$ cat config.mk
export PLATFORM = sky130hd
export DESIGN_NAME = i2c_slave_router
export DESIGN_NICKNAME = d
export VERILOG_FILES = /design/src/rtl/i2c_slave_router.sv
export SDC_FILE = /design/constraint.sdc
export NUM_CORES = 1
export LEC_CHECK = 0
export CORE_MARGIN = 2
export CORE_UTILIZATION = 45
export CTS_BUF_LIST = sky130_fd_sc_hd__clkbuf_16
export CTS_CLUSTER_DIAMETER = 150
export DETAILED_ROUTE_END_ITERATION = 10
export GPL_TIMING_DRIVEN = 0
export PLACE_DENSITY = 0.7
export SYNTH_ARGS = -nofsm -noshare
export SYNTH_HDL_FRONTEND = slang
export SYNTH_SLANG_ARGS = --single-unit
$ cat constraint.sdc
create_clock -name clk -period 2 [get_ports clk]
set_input_delay 0.5 -clock clk [delete_from_list [all_inputs] [get_ports clk]]
set_output_delay 0.5 -clock clk [all_outputs]
set_load 0.02 [all_outputs]
$ cat src/rtl/i2c_slave_router.sv
// i2c_slave_router: snoops the master's SCL/SDA on the system clock, decodes the
// 7-bit address after every START and routes the addressed slave's SDA/SCL back
// to the master. Unaddressed slaves are masked to the idle (high) level, and an
// address that matches no slave leaves SDA high so the master sees a NACK.
// Optional feature: define I2C_ROUTER_GENERAL_CALL_EN to make address 7'h00 with
// a write bit broadcast to every slave.
module i2c_slave_router #(
    parameter int         NUM_SLAVES = 3,
    parameter logic [6:0] BASE_ADDR  = 7'h50
) (
    input  logic                  clk,
    input  logic                  rst,
    input  logic                  SCL_M,
    input  logic                  SDA_M,
    input  logic [NUM_SLAVES-1:0] SCL_S,
    input  logic [NUM_SLAVES-1:0] SDA_S,
    output logic                  SCL_O,
    output logic                  SDA_O,
    output logic [NUM_SLAVES-1:0] sel,
    output logic                  busy,
    output logic                  nack_err
);

    typedef enum logic [1:0] {
        IDLE,
        ADDR,
        ROUTE,
        HOLD
    } state_t;

    state_t                  state_q, state_d;
    logic [NUM_SLAVES-1:0]   sel_q, sel_d;
    logic                    busy_q, busy_d;
    logic                    nackErr_q, nackErr_d;
    logic [2:0]              bitCnt_q, bitCnt_d;
    logic [6:0]              shift_q, shift_d;
    logic                    scl_q, sda_q;

    logic                    startDet, stopDet, sclRise;
    logic [7:0]              addrExt, baseExt, offset;
    logic                    inRange;
    logic                    gcWrite, gcRead;
    logic [NUM_SLAVES-1:0]   oneHot;

    // START/STOP need SCL stable high across the sample, so a simultaneous
    // SCL and SDA change can never be mistaken for either condition.
    assign startDet = SCL_M & scl_q & sda_q & ~SDA_M;
    assign stopDet  = SCL_M & scl_q & ~sda_q & SDA_M;
    assign sclRise  = ~scl_q & SCL_M;

    // On the 8th rise the shift register still holds the seven address bits;
    // the bit arriving on that rise is the read/write flag.
    assign addrExt = {1'b0, shift_q};
    assign baseExt = {1'b0, BASE_ADDR};
    assign offset  = addrExt - baseExt;
    assign inRange = (addrExt >= baseExt) && (addrExt < baseExt + 8'(NUM_SLAVES));

`ifdef I2C_ROUTER_GENERAL_CALL_EN
    assign gcWrite = (shift_q == 7'h00) && !SDA_M;
    assign gcRead  = (shift_q == 7'h00) && SDA_M;
`else
    assign gcWrite = 1'b0;
    assign gcRead  = 1'b0;
`endif

    // Turn the address offset into a one-hot slave select.
    always_comb begin
        oneHot = '0;
        for (int i = 0; i < NUM_SLAVES; i++) begin
            oneHot[i] = (offset == 8'(i));
        end
    end

    // Next-state logic: START always restarts address decode, STOP always ends
    // the transfer, otherwise the address byte is shifted in during ADDR.
    always_comb begin
        state_d   = state_q;
        sel_d     = sel_q;
        busy_d    = busy_q;
        nackErr_d = 1'b0;
        bitCnt_d  = bitCnt_q;
        shift_d   = shift_q;
        case (state_q)
            IDLE: begin
                if (startDet) begin
                    state_d  = ADDR;
                    busy_d   = 1'b1;
                    sel_d    = '0;
                    bitCnt_d = 3'd0;
                    shift_d  = 7'd0;
                end
            end
            default: begin
                if (startDet) begin
                    state_d  = ADDR;
                    sel_d    = '0;
                    bitCnt_d = 3'd0;
                    shift_d  = 7'd0;
                end else if (stopDet) begin
                    state_d  = IDLE;
                    sel_d    = '0;
                    busy_d   = 1'b0;
                    bitCnt_d = 3'd0;
                end else if (state_q == ADDR && sclRise) begin
                    shift_d  = {shift_q[5:0], SDA_M};
                    bitCnt_d = bitCnt_q + 3'd1;
                    if (bitCnt_q == 3'd7) begin
                        bitCnt_d = 3'd0;
                        if (gcWrite) begin
                            sel_d   = '1;
                            state_d = ROUTE;
                        end else if (inRange && !gcRead) begin
                            sel_d   = oneHot;
                            state_d = ROUTE;
                        end else begin
                            sel_d     = '0;
                            nackErr_d = 1'b1;
                            state_d   = HOLD;
                        end
                    end
                end
            end
        endcase
    end

    // State and bus-sample registers; reset returns straight to IDLE.
    always_ff @(posedge clk) begin
        if (rst) begin
            state_q   <= IDLE;
            sel_q     <= '0;
            busy_q    <= 1'b0;
            nackErr_q <= 1'b0;
            bitCnt_q  <= 3'd0;
            shift_q   <= 7'd0;
            scl_q     <= 1'b1;
            sda_q     <= 1'b1;
        end else begin
            state_q   <= state_d;
            sel_q     <= sel_d;
            busy_q    <= busy_d;
            nackErr_q <= nackErr_d;
            bitCnt_q  <= bitCnt_d;
            shift_q   <= shift_d;
            scl_q     <= SCL_M;
            sda_q     <= SDA_M;
        end
    end

    // Return path is a wired-AND of the selected slaves; with nothing selected
    // the master sees an idle (released) bus.
    assign SDA_O    = (|sel_q) ? &(SDA_S | ~sel_q) : 1'b1;
    assign SCL_O    = (|sel_q) ? &(SCL_S | ~sel_q) : 1'b1;
    assign sel      = sel_q;
    assign busy     = busy_q;
    assign nack_err = nackErr_q;

endmodule

# [Yosys cells after proc, flatten, opt, wreduce, memory -nomap -nowiden]
# Cells that the tools add are included.
[classes] add_sub_neg=2 multipliers=0 div=0 n_lt_le_gt_ge=2 eq_ne=7 shifts=0 n_mux=31 bitwise_logic=14 reduce_logical=16
[ops] cell="2-to-1 mux 3 bit" n=12
[ops] cell="2-to-1 mux 7 bit" n=5
[ops] cell="AND reduction 3 bit" n=5
[ops] cell="2-to-1 mux 2 bit" n=6
[ops] cell="== test 8 x 1 -> 1 bit (second input constant)" n=1
[ops] cell="== test 8 x 2 -> 1 bit (second input constant)" n=1
[ops] cell="logical NOT 8 bit" n=1
[ops] cell="2-to-1 mux 1 bit" n=8
[ops] cell="subtractor 7 x 7 -> 8 bit (second input constant)" n=1
[ops] cell="greater-or-equal comparator 7 bit (second input constant)" n=1
[ops] cell="< comparator 7 bit (second input constant)" n=1
[ops] cell="bitwise AND 1 bit" n=6
[ops] cell="OR 3 bit" n=2
[ops] cell="nonzero test 3 bit" n=2
[ops] cell="OR reduction 6 bit" n=1
[ops] cell="NOT 1 bit" n=5
[ops] cell="inequality test 2 bit (second input constant)" n=2
[ops] cell="nonzero test 2 bit" n=2
[ops] cell="adder 3 x 1 -> 3 bit (second input constant)" n=1
[ops] cell="== test 3 bit (second input constant)" n=1
[ops] cell="NOT 3 bit" n=1
[ops] cell="OR reduction 3 bit" n=1
[ops] cell="== test 2 x 1 -> 1 bit (second input constant)" n=1
[ops] cell="logical AND 1 bit" n=2
[ops] cell="other kinds (3)" n=3
[totals] reg_bits=19 latch_bits=0 ram_bits=0 mem_bits_ro=0 input_bits=10 word_cells=80 memories=0

# [Logic depth before layout (Yosys ltp)]
[logic_depth] ltp_word=8 depth_mapped=6 ltp_nobuf=6

# [Worst setup path after synthesis]
# No wires, ideal clock.
[synth_path] path_kind="input -> register" from="in SDA_M" to="reg bitCnt_q[1]" setup_time_ns=0.071 t_arrival_ns=1.669 setup_slack_ns=0.261 stages=6 path_cell_list="buf_6 -> and2b_2 -> o221ai_1 -> buf_2 -> or4_1 -> a21oi_1"
[synth_between] elab_chain_cells=4
[synth_lines] item="start: declaration" line="14" text="input logic SDA_M,"
[synth_lines] item="bitwise AND 1 bit / NOT 1 bit (equally long branches)" line="48, 47"
[synth_lines] item="2-to-1 mux 3 bit / bitwise AND 1 bit (equally long branches)" line="99, 47"
[synth_lines] item="2-to-1 mux 3 bit (tied with other cells)" line="94" text="if (startDet) begin"
[synth_lines] item="2-to-1 mux 3 bit / AND reduction 2 bit (equally long branches)"
[synth_lines] item="end signal: assignment" line="142" text="bitCnt_q <= bitCnt_d;"
[synth_lines] item="end: declaration" line="35" text="logic [2:0] bitCnt_q, bitCnt_d;"
# Parallel ways exist; a longest one is shown, timed or not.
# A chain may end at the register's enable or synchronous reset.

# [Worst setup path in the final report]
[layout_path] from="in SCL_S[2]" to="out SCL_O"
[layout_between] elab_chain_cells=3
[layout_lines] item="start: declaration" line="15" text="input logic [NUM_SLAVES-1:0] SCL_S,"
[layout_lines] item="OR 3 bit" line="152" text="assign SCL_O = (|sel_q) ? &(SCL_S | ~sel_q) : 1'b1;"
[layout_lines] item="AND reduction 3 bit" line="152"
[layout_lines] item="2-to-1 mux 1 bit" line="152"
[layout_lines] item="end: declaration" line="17" text="output logic SCL_O,"
# Every way passes these cells.

==> metrics.txt <==
status finished, final reports clean; count of state elements after synthesis 19; Starting Density 49.0%; Routed Antenna Nets 0; Relative slew margins 69.5%; Max Slew Vio Count 0; depth of the worst register-to-register path 6; P_sw 0.192 mW; Crit path largest cell delay 0.45 ns; share of cells above drive strength 1 14.3%; Post-Route WL 2.16 mm; Top Ports 17; gpl congestion 0.769; fmax 517 MHz; CP max stage cell clkdlybuf4s50_1; commonest non-fill, non-tap cell in the layout dfxtp_1; # hold bufs at CTS 0; Top FF cell, synth dfxtp_1; Residual DRC 0; setup slack, reg-to-reg 0.21 ns; Startpoint Class input port; Post-Syn Nets 128; Cell Int Power 0.691 mW; register share of total power 44.2%; Crit path arrival time 1.43 ns; Die Height 50.9 um; most frequent cells in the layout dfxtp_1 (19), nor2_1 (11), inv_1 (9); Via Count 925; pre-CTS setup slack -0.477 ns; crit-path cells clkdlybuf4s50_1 -> inv_1 -> a222oi_1 -> buf_2; Setup crit start SCL_S[2]; die area 0.00259 sq mm; Via density 5.78; clock sinks 19; WP data required 1.50 ns; die width 50.9 um; DRT Pass-1 Iters 7; Detailed Route Iter0 Violations 26; final setup margin 0.0666 ns; fin crit share 96.7%; first-pass GRT wire length 3.76 mm; CTS max path bufs 2; WL/cell 13.5 um; Synth Instances 115; clock root buffer clkbuf_16; Pleak 0.511 nW; max-cap violation count 0; CP Class in2out; Post-Syn Area 991 sq um; CP endpoint SCL_O; RR Startpoint state_q[1]; # fillers 176; ys async rst share 0%; Clock power frac 46.3%; Final setup viols 0; Setup Buffers After CTS 0; Max VDD drop 457 uV; EDFF count, synth 0; Avg Inst Size Synth 8.62 sq um; initial antenna violation count 0; Clock Pin Slew Worst Setup and Hold Paths 0.06 ns; Final HPWL DP 1.55 mm; diode count 0; largest net degree at the start of global routing 12; CTS tree done; Nets 147; switch share 21.7%; GRT Util Overall 18.7%; Worst-Skew Late Latency 0.25 ns; Worst Clk Skew 0.00428 ns; Hold WC Path Type in2reg; Gate power share 9.6%; vias in the first global route 828; Num CTS Buffers 3; port buffer count 14; pwr dens 699 mW/mm^2; endpoints failing hold 0; crit path capture type primary output; sequential-to-total area share from yosys stat 38.4%; Final Critical Period 1.93 ns; worst-margin pin slew 0.457 ns; RSZ-0062 raised after global routing no; grt total ovfl 0; Ys Warns 0; Area growth syn-to-layout 27.5%; Area after DPL 0.00116 sq mm; H-tree Lvls 1; Synth cell types 35; core area 0.00202 sq mm; critical path peak fanout 1; Rows 16; post-route cell area 0.00126 sq mm; r2r endpoint bitCnt_q[1]
[state kept, by name, summed over array words and instances (netlist names)]
signal,flops
busy,1
sel,3
sda_q,1
nack_err,1
shift_q,7
bitCnt_q,3
scl_q,1
state_q,2
[kinds of logic after synthesis]
family | after synthesis | synth area share [%]
AO/OA/AOI/OAI | 37 | 26.0
XOR/XNOR | 1 | 0.884
adder cells (fa/ha/maj) | 3 | 3.79
buffers and inverters | 16 | 7.95
flip-flops | 19 | 38.4
AND/OR/NAND/NOR | 39 | 23.0
[critical path: cells and delay by family]
| family | cells | cell delay [ns] |
|---|---|---|
| AOI/OAI and AO/OA | 1 | 0.22 |
| buffers and inverters | 3 | 0.71 |
[cells in the mapped netlist, types with 2 or more instances]
master | count | area share [%]
a21oi_1 | 8 | 4.0
a222oi_1 | 2 | 2.0
clkbuf_1 | 2 | 0.76
or4_1 | 2 | 1.5
dfxtp_1 | 19 | 38
ha_1 | 3 | 3.8
nand4b_1 | 3 | 2.7
inv_1 | 9 | 3.4
o21ai_0 | 5 | 2.5
a22oi_1 | 6 | 4.5
o31ai_1 | 7 | 5.3
buf_6 | 2 | 2.3
buf_2 | 3 | 1.5
or2_2 | 3 | 1.9
nor3_1 | 4 | 2.0
nand2_1 | 7 | 2.7
nor2_1 | 11 | 4.2
nor4bb_1 | 2 | 2.0
[worst min-delay path by stage]
stage                      from          end  slack (ns)  cells past startpoint
floorplan           bitCnt_q[1]  bitCnt_q[1]        0.45                      2
global placement    bitCnt_q[2]  bitCnt_q[2]        0.46                      2
detailed placement  bitCnt_q[1]  bitCnt_q[1]        0.47                      2
CTS                       SDA_M        sda_q        0.47                      2
global route              SDA_M        sda_q        0.48                      2
finish                    SDA_M        sda_q        0.48                      2
[cell type report]
type | instances | area [sq um] | area share (%)
multi-input cells | 80 | 547 | 43.3
flip-flops and latches | 19 | 380 | 30.1
repair buffers | 14 | 141 | 11.2
clock buffers | 3 | 75.1 | 5.94
plain buffers | 7 | 47.5 | 3.76
inverters | 9 | 33.8 | 2.67
well taps | 27 | 33.8 | 2.67
clock inverters | 1 | 5.00 | 0.396
[per-layer routing]
layer / share of wire, % / vias to the layer above / track usage (%) / wire length (um)
met5: 0 / - / 0 / 0
met4: 0.60 / 0 / 6.76 / 13
met1: 46 / 441 / 24.4 / 998
met2: 49 / 20 / 31.2 / 1060
met3: 4.4 / 2 / 2.92 / 96
li1: - / 462 / - / -
[power groups by stage]
stage / combinational (mW) / sequential, mW / clock, mW
2_1_floorplan: 0.0517 / 0.399 / 0
3_3_place_gp: 0.0830 / 0.397 / 0
3_5_place_dp: 0.0850 / 0.397 / 0
4_1_cts: 0.0846 / 0.389 / 0.418
5_1_grt: 0.0930 / 0.391 / 0.438
6_report: 0.0846 / 0.390 / 0.408
[metrics by stage]
step	hold slack (ns)	power [mW]	utilization, %	setup TNS [ns]	instances
after floorplan	0.448	0.451	-	0	115
after global placement	0.459	0.480	57.6	-2.52	156
after detailed placement	0.475	0.482	57.6	-2.66	156
after CTS	0.472	0.891	61.0	0	160
after global routing	0.475	0.922	62.5	0	160
final	0.477	0.883	62.5	0	160
[repair_timing]
item	4_1_cts	5_1_grt
pin swaps	2	2
resized for setup	11	8
endpoints found under the setup margin	2	10
(Power assumes the default switching activity.)
==> RTL change, RTL diff (same settings) <==
`shift_q` no longer has a reset.
--- a/src/rtl/i2c_slave_router.sv
+++ b/src/rtl/i2c_slave_router.sv
@@ -132,5 +132,4 @@
             nackErr_q <= 1'b0;
             bitCnt_q  <= 3'd0;
-            shift_q   <= 7'd0;
             scl_q     <= 1'b1;
             sda_q     <= 1'b1;
@@ -141,8 +140,11 @@
             nackErr_q <= nackErr_d;
             bitCnt_q  <= bitCnt_d;
-            shift_q   <= shift_d;
             scl_q     <= SCL_M;
             sda_q     <= SDA_M;
         end
+    end
+
+    always_ff @(posedge clk) begin
+        shift_q <= shift_d;
     end
 
Formal check against the unedited RTL: no difference found for any inputs over 10 cycles, from zero or initial values and one cycle with rst high; that may be too few to reach the edited logic, so the function may still have changed.
==> RTL change against the original RTL <==
Global-route usage decreased by 0.83 points; critical path type unchanged; die area up 3.1%; design area up 2.6%; count of clock-buffer cells in the layout did not move; worst setup slack improved by 0.00058 ns; synthesized area up 3.4%; clock skew is 0.0031 ns lower; sequential cell count did not move; first-iteration DRC count is 12% higher; non-clock buffer count fell by 3; wire length fell by 4.7%; critical endpoint unchanged; power is 3.6% higher; sequential share of layout area is 4.7 points higher.
==> RTL change: results (changes against the original RTL) <==
- NumNets Final: 143 (-2.7%)
- Max Clock Skew: 0.00120 ns (-0.00308 ns)
- Hold wc startpoint: bitCnt_q[2]
- Slew @ Worst Pin: 0.431 ns (-0.0265 ns)
- Max reg flops: 7 (unchanged)
- Post-Syn Nets: 123 (-3.9%)
- CTS Root Cell: clkbuf_16
- Reg-to-Reg Start: shift_q[4]
- Via count: 871 (-5.8%)
- EDFF count, synth: 7 (+7)
- Starting DRT DRC Count: 29 (+12%)
- CP startpoint: SCL_S[1]
- First drt pass iteration count: 4 (-3)
- GPL Wtd Cong: 0.791 (+2.8%)
- Global-route wire length before repair: 3510 um (-6.6%)
- WL final: 2060 um (-4.7%)
- H-tree lvl count: 1 (unchanged)
- GRT Resource Usage Total: 0.179 (-0.00831)
- VDD IR max: 0.437 mV (-4.4%)
- PortBufs: 15 (+1)
- Status: finished, final reports clean
- P_leak: 0.533 nW (+4.1%)
- CP max FO: 1 (unchanged)
- Seq/Total Area, Yosys: 0.440 (+0.0557)
- Number of CTS-inserted buffers: 3 (unchanged)
- Clock-pin slew on the worst setup and hold paths: approximately 0.050 ns
- Place WS: -0.497 ns (-0.0202 ns)
- HP Class: reg2reg
- Post-synth top cells: dfxtp_1 (12), inv_1 (11), nand2_1 (11)
- Synth area leaders: dfxtp_1 (23%), edfxtp_1 (21%), inv_1 (4.0%), nand2_1 (4.0%), o21ai_0 (3.9%)
- Worst EP arrival: 1.43 ns (about the same)
- Netlist cell types: 38 (+8.6%)
- Share of post-route cells with drive strength above 1: 0.155 (+0.0122)
- Vias in the first global route: 836 (+0.97%)
- Clk buf depth: 2 (unchanged)
- Largest net degree at the start of global routing: 11 (-1)
- Final HPWL DP: 1500 um (-3.1%)
- Area share of the largest cell type after synthesis: 0.234 (-0.149)
- Post-CTS Setup Bufs: 0 (unchanged)
- Slowest stage delay, CP: 0.45 ns (about the same)
- Antenna violations before repair: 0 (unchanged)
- FFs w/ async S/R, synth: 0 (unchanged)
- Kind of cell adding the most delay to the critical path: buffers and inverters
- Clk_lat worst skew: 0.25 ns (about the same)
==> RTL change: worst min-delay path: stages, from the launching register on <==
cell     delay [ns]
dfxtp_1        0.31
nand2_1        0.05
a21oi_1        0.05
==> RTL change: cell type report <==
class | count | area [um2]
plain buffers | 3 | 20.0
flip-flops and latches | 19 | 450
repair buffers | 15 | 145
multi-input cells | 77 | 526
fillers | 196 | 895
clock buffers | 3 | 75.1
clock inverters | 1 | 3.75
well taps | 28 | 35.0
inverters | 11 | 41.3
==> RTL change: path summary, 6_finish.rpt <==
kind | depth (start not counted) | to | slack [ns]
worst max register to register | 7 | sel[1] | 0.16
worst max-delay path | 4 | SCL_O | 0.07
worst min-delay path | 2 | bitCnt_q[2] | 0.46
worst min register to register | 2 | bitCnt_q[2] | 0.46
==> RTL change: layer usage <==
metal,vias to the layer above,global-route usage,part of all wire
met5,-,0,0
met4,0,0.114,0.019
met3,5,0.0374,0.065
met2,33,0.284,0.48
met1,403,0.220,0.44
li1,430,-,-
==> RTL change: per-stage QoR <==
stage / util / hold WS [ns] / power, mW / std cells / area, um2
floorplan: - / 0.436 / 0.486 / 110 / 1020
global placement: 0.552 / 0.444 / 0.518 / 153 / 1210
detailed placement: 0.552 / 0.459 / 0.521 / 153 / 1210
CTS: 0.583 / 0.468 / 0.921 / 157 / 1280
global route: 0.592 / 0.488 / 0.946 / 157 / 1300
finish: 0.592 / 0.463 / 0.915 / 157 / 1300
==> RTL change: logic make-up after synthesis <==
family          share of synthesized area
fa+ha+maj                          0.0366
compound gates                      0.158
simple gates                        0.280
buf+inv                            0.0598
mux                               0.00977
flops                               0.440
xor+xnor                           0.0171
==> RTL change: timing repair <==
item / 4_1_cts / 5_1_grt
pin swaps: 2 / 2
resized for setup: 12 / 6
gates cloned: 0 / 0
endpoints found under the setup margin: 2 / 4
==> RTL change: report_power, final <==
group          internal [mW]  leakage [nW]  switching [mW]
combinational         0.0432         0.326          0.0504
sequential             0.411         0.164         0.00975
clock                  0.266        0.0423           0.135
